File: src/rtl/hyperbus_pkg.sv
// Shared HyperBus command-path types: splitter state, PHY transaction bundle,
// and the chunk-size helper used to cut bursts at MAX_BURST and row edges.
package hyperbus_pkg;

    localparam int unsigned HB_NR_CS       = 2;
    localparam int unsigned HB_BURST_WIDTH = 12;

    typedef enum logic [1:0] {
        ST_IDLE,
        ST_ISSUE,
        ST_RESP
    } split_state_e;

    typedef struct packed {
        logic [31:0]               address;
        logic [HB_NR_CS-1:0]       cs;
        logic                      write;
        logic [HB_BURST_WIDTH-1:0] burst;
        logic                      address_space;
    } hyper_trans_t;

    // Words to issue next: limited by what is left, by the PHY burst limit,
    // and by the distance to the next row boundary.
    function automatic logic [31:0] chunk_len(
        input logic [31:0] rem,
        input logic [31:0] waddr,
        input logic [31:0] max_burst,
        input logic [31:0] row_log2
    );
        logic [31:0] row_words;
        logic [31:0] room;
        logic [31:0] c;
        row_words = 32'd1 << row_log2;
        room      = row_words - (waddr & (row_words - 32'd1));
        c         = rem;
        if (max_burst < c) c = max_burst;
        if (room < c)      c = room;
        return c;
    endfunction

endpackage

File: src/rtl/hyperbus_cmd_splitter.sv
// Splits one front-end burst request into PHY transactions bounded by
// MAX_BURST and row edges, decodes chip select, rejects illegal requests.
// Ports: req_* (request in), trans_* (PHY command out), rsp_* (completion out).
module hyperbus_cmd_splitter
    import hyperbus_pkg::*;
#(
    parameter int unsigned NR_CS        = HB_NR_CS,
    parameter int unsigned BURST_WIDTH  = HB_BURST_WIDTH,
    parameter int unsigned LEN_WIDTH    = 16,
    parameter int unsigned MAX_BURST    = 512,
    parameter int unsigned ROW_LOG2     = 9,
    parameter int unsigned CS_SIZE_LOG2 = 23
) (
    input  logic                   clk_i,
    input  logic                   rst_ni,
    input  logic                   req_valid_i,
    output logic                   req_ready_o,
    input  logic [31:0]            req_addr_i,
    input  logic [LEN_WIDTH-1:0]   req_len_i,
    input  logic                   req_write_i,
    input  logic                   req_addr_space_i,
    output logic                   trans_valid_o,
    input  logic                   trans_ready_i,
    output logic [31:0]            trans_address_o,
    output logic [NR_CS-1:0]       trans_cs_o,
    output logic                   trans_write_o,
    output logic [BURST_WIDTH-1:0] trans_burst_o,
    output logic                   trans_address_space_o,
    output logic                   rsp_valid_o,
    input  logic                   rsp_ready_i,
    output logic                   rsp_error_o
);

    localparam int unsigned CHIP_W = 32 - CS_SIZE_LOG2;

    split_state_e           state_q, state_d;
    hyper_trans_t           trans_q, trans_d;
    logic [LEN_WIDTH:0]     rem_q, rem_d;
    logic [31:0]            waddr_q, waddr_d;
    logic                   err_q, err_d;

    logic [CHIP_W-1:0]      chip_idx;
    logic [32:0]            span_end;
    logic                   req_err;
    logic [LEN_WIDTH:0]     burst_ext;

    assign chip_idx = req_addr_i[31:CS_SIZE_LOG2];

    // One past the last word touched; must not exceed the chip's word count.
    assign span_end = 33'(req_addr_i[CS_SIZE_LOG2-1:1])
                    + 33'(req_len_i) + 33'd1;

    assign req_err = req_addr_i[0]
                   | (32'(chip_idx) >= NR_CS)
                   | (span_end > (33'd1 << (CS_SIZE_LOG2 - 1)));

    assign burst_ext = (LEN_WIDTH+1)'(trans_q.burst);

    always_comb begin
        state_d = state_q;
        trans_d = trans_q;
        rem_d   = rem_q;
        waddr_d = waddr_q;
        err_d   = err_q;

        unique case (state_q)
            ST_IDLE: begin
                if (req_valid_i) begin
                    if (req_err) begin
                        state_d = ST_RESP;
                        err_d   = 1'b1;
                    end else begin
                        state_d               = ST_ISSUE;
                        err_d                 = 1'b0;
                        rem_d                 = (LEN_WIDTH+1)'(req_len_i)
                                              + 1'b1;
                        waddr_d               =
                            32'(req_addr_i[CS_SIZE_LOG2-1:1]);
                        trans_d.cs            = NR_CS'(1) << chip_idx;
                        trans_d.write         = req_write_i;
                        trans_d.address_space = req_addr_space_i;
                    end
                end
            end
            ST_ISSUE: begin
                if (trans_ready_i) begin
                    // Register space is always a single 1-word access.
                    if (trans_q.address_space || rem_q == burst_ext) begin
                        state_d = ST_RESP;
                    end else begin
                        rem_d   = rem_q - burst_ext;
                        waddr_d = waddr_q + 32'(trans_q.burst);
                    end
                end
            end
            ST_RESP: begin
                if (rsp_ready_i) state_d = ST_IDLE;
            end
            default: state_d = ST_IDLE;
        endcase

        // Entering or staying in ISSUE: (re)derive the pending chunk from
        // the next address/remainder, which is unchanged while stalled.
        if (state_d == ST_ISSUE) begin
            trans_d.address = waddr_d;
            trans_d.burst   = trans_d.address_space
                            ? BURST_WIDTH'(1)
                            : BURST_WIDTH'(chunk_len(32'(rem_d), waddr_d,
                                                     MAX_BURST, ROW_LOG2));
        end
    end

    always_ff @(posedge clk_i or negedge rst_ni) begin
        if (!rst_ni) begin
            state_q <= ST_IDLE;
        end else begin
            state_q <= state_d;
        end
    end

    always_ff @(posedge clk_i or negedge rst_ni) begin
        if (!rst_ni) begin
            trans_q <= '0;
            rem_q   <= '0;
            waddr_q <= '0;
            err_q   <= 1'b0;
        end else begin
            trans_q <= trans_d;
            rem_q   <= rem_d;
            waddr_q <= waddr_d;
            err_q   <= err_d;
        end
    end

    assign req_ready_o           = (state_q == ST_IDLE);
    assign trans_valid_o         = (state_q == ST_ISSUE);
    assign rsp_valid_o           = (state_q == ST_RESP);
    assign rsp_error_o           = err_q;
    assign trans_address_o       = trans_q.address;
    assign trans_cs_o            = trans_q.cs;
    assign trans_write_o         = trans_q.write;
    assign trans_burst_o         = trans_q.burst;
    assign trans_address_space_o = trans_q.address_space;

endmodule

File: config.mk
export PLATFORM = sky130hd
export DESIGN_NAME = hyperbus_cmd_splitter
export DESIGN_NICKNAME = d
export VERILOG_FILES = /design/src/rtl/hyperbus_pkg.sv /design/src/rtl/hyperbus_cmd_splitter.sv
export SDC_FILE = /design/constraint.sdc
export NUM_CORES = 1
export LEC_CHECK = 0
export ABC_AREA = 1
export BUFFER_PORTS_ARGS = -buffer_cell sky130_fd_sc_hd__buf_2
export CAP_MARGIN = 10
export CORE_ASPECT_RATIO = 1.75
export CORE_MARGIN = 2
export CORE_UTILIZATION = 48
export DETAILED_ROUTE_END_ITERATION = 8
export PLACE_DENSITY = 0.68
export SLEW_MARGIN = 20
export SYNTH_ARGS = -nofsm -noshare
export SYNTH_HDL_FRONTEND = slang
export SYNTH_SLANG_ARGS = --single-unit
export TNS_END_PERCENT = 100
File: constraint.sdc
create_clock -name clk_i -period 5.4 [get_ports clk_i]
set_clock_uncertainty 0.1 [all_clocks]
set_input_delay 0 -clock clk_i [delete_from_list [all_inputs] [get_ports clk_i]]
set_output_delay 0 -clock clk_i [all_outputs]
set_load 0.01 [all_outputs]
==> metrics.cfg <==
[timing]
fmax_mhz=197.9
final.setup.worst_slack_ps=346.6
finalHoldViolCount=0
max_slew_margin_pct=29.10
period_share_pct=93.58
slew_violations=0
worstMarginPinSlew_ps=1057
period_minus_slack_ps=5053
grt_setup_unrepaired=no
setup_tns_ps=0
setup_violations=0

[worst_setup_path]
ff2ff_path_depth=26
cp_max_fo=27
startpoint_type=flop
r2r_start=trans_burst_o[5]
worst-setup-path-type=flop to flop
end_kind=flop
required_ps=5540
worstReg2RegEnd=trans_burst_o[3]
crit_arrival_ps=5190
regToRegSetupSlack_ps=350

[floorplanning]
die_y_um=176.4
coreArea_mm2=0.01679
die_area_mm2=0.01808
rows=63
io_pins=107
die-width_um=102.5
start_util_pct=48.55

[synthesis]
synth_warnings=0
syn_nets=1316
ys.flop_type=dfrtp_1
synth_edf_count=0
netlist_area_mm2=0.008152
yosys.cell_types.count=52
synth.avg_cell_area_um2=6.754
async_reset_ff_share_pct=100.0
ys_seq_elements=100
seq_area_frac_synth_pct=30.70
synth_cells=1207

[clock_network]
clkLatencyLatePin_ps=360
cts.sinks=100
cts_tree=yes
path_clk_slew_ps=90
cts-root-buf=clkbuf_16
clockBufferDepth=2
cts_made_buffers=9
htreeDepth=3

[detailed_routing]
ant_nets=0
drtIter0Drc=432
vias_per_cell=5.428
drtPass1Iterations=5
wl_mm=27.31
wl_per_cell_um=17.35
drc=0
via_count=8544

[layout]
area_growth_pct=18.25
multi_input_area_mm2=0.004897
final_cell_mix=nand2_1 (351), inv_1 (166), buf_2 (105)
fill_cells=1721
register_area_mm2=0.002502
n_antenna_cell=0
nets=1451
final_common_cell=nand2_1
layout-drive-gt1-share_pct=13.96

[power_and_ir_drop]
p_leak_nw=5.100
peakVddDrop_v=0.0001870
power_density_mw_per_mm2=349.9

[worst_hold_path]
min-delay-start=req_addr_i[2]
holdPathStages=3
hp-class=input port to flop
hold-path-endpoint=waddr_q[1]

[placement]
dp_slack_ps=119.3
dp_hpwl_mm=21.48
gp_congestion=0.9822
numPortBuffers=106

[global_route]
grt_antenna_before_repair=0
grt_pass1_wl_mm=43.13
grt_util_all_layers_pct=31.34
grt-ovfl-total=0
grt_start_max_net_pins=70
grt_pass1_vias=8540

[run_status]
run_status=completed

[job]
maxCapViolCount=0

report_power, final:
| part | leakage, nW | internal (mW) | switching, mW | total [mW] |
|---|---|---|---|---|
| Combinational | 3.66 | 0.618 | 1.08 | 1.70 |
| Clock | 0.152 | 0.335 | 0.350 | 0.685 |
| Sequential | 1.29 | 0.860 | 0.126 | 0.987 |
how the worst max path moves through the flow:
stage,from,slack (ps),to,cells past startpoint
after global placement,req_len_i[0],300,trans_burst_o[0],38
after floorplan,trans_burst_o[6],1050,trans_burst_o[9],31
final,trans_burst_o[5],350,trans_burst_o[3],26
after detailed placement,req_len_i[0],120,trans_burst_o[0],38
after global routing,trans_burst_o[5],8,trans_burst_o[3],28
after CTS,req_addr_i[10],170,trans_burst_o[0],36
per-stage QoR:
stage	instances	power, mW	hold WS (ps)	cell area [um^2]	util, %
3_5_place_dp	1527	2.640	-114.0	8984	53.51
2_1_floorplan	1207	2.163	-395.6	8152	-
4_1_cts	1568	3.352	17.18	9548	56.87
3_3_place_gp	1527	2.624	-116.0	8984	53.51
5_1_grt	1574	3.649	63.30	9639	57.41
6_report	1574	3.373	21.03	9639	57.41
registers in the layout, indices dropped and copies added, names as in the netlist:
register / count
rem_q: 17
rsp_error_o: 1
state_q: 2
trans_address_o: 32
trans_address_space_o: 1
trans_burst_o: 12
trans_cs_o: 2
trans_write_o: 1
waddr_q: 32
kinds of logic (layout without fill, tap and decap cells):
| logic type | Yosys count | in the layout | synth area share [%] |
|---|---|---|---|
| and+or+nand+nor | 587 | 588 | 30.82 |
| xor gates and xnor gates | 38 | 38 | 4.083 |
| buffers and inverters | 203 | 342 | 9.747 |
| adders and majority gates | 54 | 54 | 8.565 |
| DFF | 100 | 100 | 30.70 |
| muxes | 4 | 4 | 0.4912 |
| AOI/OAI and AO/OA | 221 | 221 | 15.60 |
per-layer routing:
layer  routed length (um)  track usage (%)  up-vias
li1                     -                -     4235
met1                 9656            31.56     3873
met2                14180            56.37      310
met3                 1031            3.642      126
met4                 2433            24.56        0
met5                    0                0        -
cells in the mapped netlist, types with 2 or more instances:
| cell type | n | area, um^2 |
|---|---|---|
| or2_2 | 5 | 31.28 |
| clkinv_1 | 2 | 7.510 |
| a22oi_1 | 3 | 22.52 |
| buf_6 | 3 | 33.78 |
| dfrtp_1 | 100 | 2502 |
| o211ai_1 | 18 | 135.1 |
| o221ai_1 | 2 | 17.52 |
| o21ai_1 | 8 | 40.04 |
| nor3_2 | 3 | 30.03 |
| o21ai_0 | 73 | 365.4 |
| nor2_1 | 86 | 322.8 |
| buf_1 | 5 | 18.77 |
| o21a_1 | 3 | 22.52 |
| ha_1 | 51 | 638.1 |
| xnor2_1 | 14 | 122.6 |
| nand3b_1 | 2 | 15.01 |
| inv_1 | 167 | 626.9 |
| xor2_1 | 24 | 210.2 |
| o22ai_1 | 3 | 18.77 |
| fa_1 | 3 | 60.06 |
| and2_1 | 7 | 43.79 |
| nand2_1 | 353 | 1325 |
| o21ai_2 | 8 | 70.07 |
| nand4_1 | 23 | 143.9 |
| o31ai_1 | 2 | 15.01 |
| nor3_1 | 15 | 75.07 |
| nand3_1 | 68 | 340.3 |
| nor2_2 | 5 | 31.28 |
| mux2i_1 | 4 | 40.04 |
| nand3_2 | 3 | 30.03 |
| nand2_2 | 2 | 12.51 |
| clkbuf_1 | 22 | 82.58 |
| a21oi_1 | 77 | 385.4 |
| nor4_1 | 10 | 62.56 |
| a31oi_1 | 15 | 93.84 |
| buf_4 | 2 | 15.01 |
area by class of cell:
class                   instances  share of cell area (%)
flip-flops and latches        100                   25.96
multi-input cells             905                   50.80
well taps                     227                   2.947
clock buffers                   9                   2.336
clock inverters                 7                  0.9216
inverters                     170                   6.750
repair buffers                156                   10.28
timing repair:
action,in CTS,in global routing
gates resized for setup,0,12
endpoints found under the hold margin,63,0
setup buffers,0,5
hold buffers,25,0
endpoints found under the setup margin,0,10
worst max-delay path, stage by stage, from the launching register on:
cell and delay [ps]:
dfrtp_1 500, inv_1 120, ha_1 400, nand2_1 90
nor2_1 160, nand4_1 160, o31ai_2 360, nor2_2 110
buf_12 180, o21ai_0 140, a21oi_1 60, a21oi_1 210
nand2_1 150, nor4_1 310, nand3_1 170, a21oi_4 250
nand2_1 120, ha_1 300, a21oi_1 160, nor2_1 60
a211oi_1 180, nand2_1 90, nand2_2 130, buf_4 170
nand3_1 70, nand3_1 110, o21ai_2 60
Note: power is estimated with default switching activity, not from simulation.
